==> config.mk <==
export PLATFORM = sky130hd
export DESIGN_NAME = hms_clock_core
export DESIGN_NICKNAME = d
export VERILOG_FILES = /design/src/rtl/hms_clock_core.sv
export SDC_FILE = /design/constraint.sdc
export NUM_CORES = 1
export LEC_CHECK = 0
export ABC_AREA = 1
export BUFFER_PORTS_ARGS = -buffer_cell sky130_fd_sc_hd__buf_2
export CORE_ASPECT_RATIO = 0.75
export CORE_MARGIN = 4
export CORE_UTILIZATION = 30
export DETAILED_ROUTE_END_ITERATION = 8
export GPL_TIMING_DRIVEN = 0
export PLACE_DENSITY = 0.5
export SLEW_MARGIN = 20
export SYNTH_ARGS = -nofsm -noshare
export SYNTH_HDL_FRONTEND = slang
export SYNTH_SLANG_ARGS = --single-unit
==> constraint.sdc <==
create_clock -name clk -period 3.08 [get_ports clk]
set_clock_uncertainty 0.1 [all_clocks]
set_input_delay 0.462 -clock clk [delete_from_list [all_inputs] [get_ports clk]]
set_output_delay 0.462 -clock clk [all_outputs]
set_load 0.1 [all_outputs]
==> src/rtl/hms_clock_core.sv <==
// ============================================================================
// hms_clock_core : hours:minutes:seconds time-of-day core with button set mode
// Revision 1.0
// ============================================================================
`default_nettype none

module hms_clock_core #(
  parameter int SEC_MAX  = 59,
  parameter int MIN_MAX  = 59,
  parameter int HOUR_MAX = 23
) (
  input  logic       clk,
  input  logic       rst,
  input  logic       i_tick,
  input  logic       i_mode,
  input  logic       i_inc,
  output logic [5:0] o_sec,
  output logic [5:0] o_min,
  output logic [4:0] o_hour,
  output logic [1:0] o_mode,
  output logic [5:0] o_six_dp,
  output logic       o_carry_day
);

  localparam logic [1:0] c_clock    = 2'd0;
  localparam logic [1:0] c_set_sec  = 2'd1;
  localparam logic [1:0] c_set_min  = 2'd2;
  localparam logic [1:0] c_set_hour = 2'd3;

  localparam logic [5:0] c_sec_max  = 6'(SEC_MAX);
  localparam logic [5:0] c_min_max  = 6'(MIN_MAX);
  localparam logic [4:0] c_hour_max = 5'(HOUR_MAX);

  logic [5:0] sec_q,   sec_d;
  logic [5:0] min_q,   min_d;
  logic [4:0] hour_q,  hour_d;
  logic [1:0] mode_q,  mode_d;
  logic [5:0] dp_q,    dp_d;
  logic       carry_q, carry_d;

  logic       w_sec_wrap;
  logic       w_min_wrap;
  logic       w_hour_wrap;
  logic [5:0] w_sec_inc;
  logic [5:0] w_min_inc;
  logic [4:0] w_hour_inc;

  // ">=" rather than "==" so an out-of-range value still wraps back to 0
  assign w_sec_wrap  = (sec_q  >= c_sec_max);
  assign w_min_wrap  = (min_q  >= c_min_max);
  assign w_hour_wrap = (hour_q >= c_hour_max);
  assign w_sec_inc   = w_sec_wrap  ? 6'd0 : sec_q  + 6'd1;
  assign w_min_inc   = w_min_wrap  ? 6'd0 : min_q  + 6'd1;
  assign w_hour_inc  = w_hour_wrap ? 5'd0 : hour_q + 5'd1;

  always_comb begin
    sec_d   = sec_q;
    min_d   = min_q;
    hour_d  = hour_q;
    mode_d  = mode_q;
    carry_d = 1'b0;

    if (mode_q == c_clock) begin
      if (i_tick) begin
        sec_d = w_sec_inc;
        if (w_sec_wrap) begin
          min_d = w_min_inc;
          if (w_min_wrap) begin
            hour_d  = w_hour_inc;
            carry_d = w_hour_wrap;
          end
        end
      end
      if (i_mode) begin
        mode_d = c_set_sec;
      end
    end else if (i_mode) begin
      mode_d = mode_q + 2'd1;
    end else if (i_inc) begin
      case (mode_q)
        c_set_sec:  sec_d  = w_sec_inc;
        c_set_min:  min_d  = w_min_inc;
        c_set_hour: hour_d = w_hour_inc;
        default:    sec_d  = sec_q;
      endcase
    end

    case (mode_d)
      c_set_sec:  dp_d = 6'b000011;
      c_set_min:  dp_d = 6'b001100;
      c_set_hour: dp_d = 6'b110000;
      default:    dp_d = 6'b000000;
    endcase
  end

  always_ff @(posedge clk) begin
    if (rst) begin
      sec_q   <= 6'd0;
      min_q   <= 6'd0;
      hour_q  <= 5'd0;
      mode_q  <= c_clock;
      dp_q    <= 6'd0;
      carry_q <= 1'b0;
    end else begin
      sec_q   <= sec_d;
      min_q   <= min_d;
      hour_q  <= hour_d;
      mode_q  <= mode_d;
      dp_q    <= dp_d;
      carry_q <= carry_d;
    end
  end

  assign o_sec       = sec_q;
  assign o_min       = min_q;
  assign o_hour      = hour_q;
  assign o_mode      = mode_q;
  assign o_six_dp    = dp_q;
  assign o_carry_day = carry_q;

endmodule

`default_nettype wire

# [Word-level counts from Yosys, hierarchy flattened]
# Cells that the tools add are included.
[word_totals] in_bits=5 register_bits=26
[classes] bitwise=4 n_reduce_logical=9 n_eq_ne=10 order_cmp=3 muxes=25 addsub=4
[ops] operator="two-way mux 6 bit" n=13
[ops] operator="two-way mux 5 bit" n=8
[ops] operator="one-hot mux 6 bit (3 select lines)" n=1
[ops] operator="adder 6 x 1 -> 6 bit (second input constant)" n=2
[ops] operator=">= comparator 6 bit (second input constant)" n=2
[ops] operator="equality test 2 bit (second input constant)" n=4
[ops] operator="nonzero test 2 bit" n=4
[ops] operator="two-way mux 2 bit" n=3
[ops] operator="!= test 2 bit (second input constant)" n=3
[ops] operator="AND reduction 6 bit" n=1
[ops] operator="adder 5 x 1 -> 5 bit (second input constant)" n=1
[ops] operator=">= comparator 5 bit (second input constant)" n=1
[ops] operator="AND reduction 5 bit" n=1
[ops] operator="OR reduction 5 bit" n=1
[ops] operator="equality test 2 x 1 -> 1 bit (second input constant)" n=2
[ops] operator="inverter 1 bit" n=4
[ops] operator="AND reduction 4 bit" n=1
[ops] operator="adder 2 x 1 -> 2 bit (second input constant)" n=1
[ops] operator="zero test 2 bit" n=1
[ops] operator="!= test 2 x 1 -> 1 bit (second input constant)" n=1

# [Logic depth before layout (Yosys ltp)]
[depth] ltp_word=6 ltp_mapped=13

# [Worst setup path before layout]
# OpenSTA, ideal clock, no wires.
[synth_path] path_type="register to register" start="register mode_q[0] (netlist: o_mode[0])" end="register min_q[4] (netlist: o_min[4])" period_less_slack_ns=2.455 setup_slack_ns=0.625 stages_incl_launch_ff=13 required_ns=2.863 n_path_buf=2 setup_time_ns=0.117 arrival_ns=2.237 path_cell_list="dfxtp_1 inv_1 ha_1 buf_6 nand2_2 nand2_2 nor2_4 nand2_2 buf_6 nor2_1 nand2_1 nand2_1 nor2_1"
[synth_via] elab_chain_len=3 elab_cells_between_ends=9 classes_between="eq/ne (4); mux (1); reduce/logical (4)"
[synth_rtl] element="start, declared" line="37" source="logic [1:0] mode_q, mode_d;"
[synth_rtl] element="start signal, assigned" line="101" source="mode_q <= c_clock;"
[synth_rtl] element="start signal, assigned" line="108" source="mode_q <= mode_d;"
[synth_rtl] element="equality test 2 bit or zero test 2 bit (tied branches)" line="80, 63"
[synth_rtl] element="nonzero test 2 bit (no source line), or another cell as far along"
[synth_rtl] element="AND reduction 5 bit (no source line)"
[synth_rtl] element="end signal, assigned" line="106" source="min_q <= min_d;"
[synth_rtl] element="end, declared" line="35" source="logic [5:0] min_q, min_d;"
# Several ways; a longest one is shown, not always the timed one.
# A chain may end at the register's enable or synchronous reset.

# [Final worst setup path]
[layout_path] start="register mode_q[0] (netlist: o_mode[0])" end="register hour_q[3] (netlist: o_hour[3])"
[layout_via] elab_chain_len=3 elab_cells_between_ends=10 classes_between="eq/ne (5); mux (1); reduce/logical (4)"
[layout_rtl] element="equality test 2 bit or zero test 2 bit (tied branches)" line="80, 63"
[layout_rtl] element="nonzero test 2 bit (no source line), or another cell as far along"
[layout_rtl] element="AND reduction 6 bit (no source line)"
[layout_rtl] element="end signal, assigned" line="107" source="hour_q <= hour_d;"
[layout_rtl] element="end, declared" line="36" source="logic [4:0] hour_q, hour_d;"
# Several ways; a longest one is shown, not always the timed one.

==> results.cfg <==
[route]
viasPerCell = 4.23
routed.top_layer = met4
wl_met3_um = 177
drt-pass1-iter-count = 4
wl_met1_um = 1420
drt_wl_total_um = 2680
drt-initial-drc-count = 50
wl_met2_um = 1060
routedWlPerCell_um = 10.1
remaining_drc_errors = 0
vias = 1122
ant_nets = 0

[floorplan]
rows = 20
fp.dieH_um = 64.8
dieArea_mm2 = 0.00543
die_w_um = 83.8
initial_utilization_pct = 31.5
io_pins = 31
coreArea_mm2 = 0.00410

[grt]
grt_pass1_vias = 997
track_usage_pct = 10.2
grt_max_degree = 13
grt_overflow = 0
grt_pass1_wl_um = 4420
antenna_found_initial = 0

[finish]
seqCellArea_um2 = 460
multi_input_area_um2 = 697
nFillCells = 473
final_cell_mix = nand2_1, buf_2, dfxtp_1
finalNonFillerCells = 265
area_delta_synth_final_pct = 20.0
final_common_cell = nand2_1
antenna_cells = 0
drive_gt1_share_pct = 28.6
fin_nets = 224

[sta]
setup_viol = 0
fin_crit_sh_pct = 59.7
fmax_ghz = 0.544
tightest_slew_ns = 0.490
rsz0062_at_grt = false
final.min_clock_period_ns = 1.84
slew_headroom_pct = 67.5
slew_viol_final = 0
finalSetupTns_ns = 0
hold-worst-slack_ns = 0.365
finalHoldViolations = 0

[placement]
dp_cells = 261
gp_congestion = 0.756
port_buffers = 29
hpwl_um = 2090

[power]
p_int_mw = 0.474
p_switching_mw = 0.361
p_sw_share_pct = 43.2
total_leakage_power_nw = 0.755
pwr-share-comb_pct = 37.3
total_power_mw = 0.835
ir_drop_mv = 0.218
seq_power_share_pct = 39.9
power.density_mw_per_mm2 = 538
power.clock.fraction_pct = 22.8

[setup_path]
crit_slowest_cell = dfxtp_1
crit_top_cell = nor2_1
critPathArrivalTime_ns = 1.91
critPathCaptureType = flop
critPathRequiredTime_ns = 3.15
crit_fanout = 10
critical_path_class = flop to flop
worstSetupStartpointType = flop
slowest_delay_ns = 0.39
path_cells = inv_1 > ha_1 > buf_6 > nand2_2 > nand2_1 > nor2_1 > nand3_2 > o21ai_0 > nor2_1

[synth]
netlist_instances = 177
synth.avg_cell_area_um2 = 7.30
ys_types = 27
yosys_warnings = 0
ys.flop_type = dfxtp_1
ys_seq_area_share_pct = 35.6
synth_seq_cells = 23
syn_nets = 190
synth-edff-count = 0
synthesis.area_mm2 = 0.00129
async_flop_share_pct = 0

[cts]
cts_setup_buffers = 0
clk_latency_ns = 0.26
path_clk_slew_ns = 0.08
cts-root-buf = clkbuf_8
ctsHoldBuffers = 0
htreeDepth = 1
clock_sinks = 23
cts_resized = 0
cts_tree = yes
numCtsBuffers = 3
clockBufferDepth = 2

[run_status]
status = finished clean

[job]
drv_cap = 0

[hold_path]
hold_path_class = input pin to flop
[worst max-delay path, delay by kind of cell, from the launching register on]
family / cells / cell delay [ns]
flops: 1 / 0.39
buf+inv: 2 / 0.24
fa+ha+maj: 1 / 0.22
simple gates: 5 / 0.61
compound gates: 1 / 0.18
[cell usage after synthesis, drive strengths merged (2+ instances only)]
master  count  share of area (%)
or2         4                1.9
nand2      44                 14
inv        23                6.7
xor2        4                2.7
buf         5                3.5
ha          8                7.7
nand3       8                3.9
nor3        3                1.2
a21oi      15                5.8
dfxtp      23                 36
nor2       25                9.0
nand4       2               0.97
o21ai       7                3.6
[final timing paths]
path | startpoint | to | slack, ns | depth (start not counted)
setup / recovery | o_mode[0] | o_hour[3] | 1.24 | 9
hold / removal | i_tick | o_carry_day | 0.37 | 3
setup reg to reg | o_mode[0] | o_hour[3] | 1.24 | 9
hold reg to reg | o_sec[5] | o_sec[5] | 0.38 | 2
[flip-flops by register name (all words and copies together), names as in the netlist]
register     cells
o_carry_day      1
o_mode           2
o_min            6
o_sec            6
o_six_dp         3
o_hour           5
[power by group through the flow]
stage	Combinational, mW	Clock, mW	Sequential (mW)
global placement	0.314	0	0.340
CTS	0.314	0.202	0.333
finish	0.312	0.190	0.333
global route	0.334	0.212	0.336
floorplan	0.141	0	0.466
detailed placement	0.313	0	0.340
[cells by family (layout without fill, tap and decap cells)]
logic type / count (synthesis) / in the layout / share of synthesized area, %
simple gates: 88 / 88 / 31.9
buf+inv: 29 / 62 / 10.5
compound gates: 24 / 24 / 10.8
flops: 23 / 23 / 35.6
fa+ha+maj: 8 / 8 / 7.74
xor+xnor: 5 / 5 / 3.39
[area by class of cell]
type | instances | share of cell area [%]
tap | 55 | 4.44
sequential | 23 | 29.7
buffer | 6 | 3.15
inverter | 23 | 5.56
multi-input combinational | 125 | 44.9
clock buffer | 4 | 2.90
timing repair buffer | 29 | 9.35
[through the flow]
stage | instance area, um^2 | util, % | worst slack [ns]
2_1_floorplan | 1290 | - | 0.625
3_3_place_gp | 1510 | 36.7 | 1.24
3_5_place_dp | 1510 | 36.7 | 1.24
4_1_cts | 1550 | 37.8 | 1.24
5_1_grt | 1550 | 37.8 | 1.04
6_report | 1550 | 37.8 | 1.24
[per-layer routing]
layer / vias to the layer above / GRT usage [%]
li1: 625 / -
met1: 471 / 13.9
met2: 24 / 14.9
met3: 2 / 4.57
met4: 0 / 1.81
met5: - / 0
(Power assumes the default switching activity.)
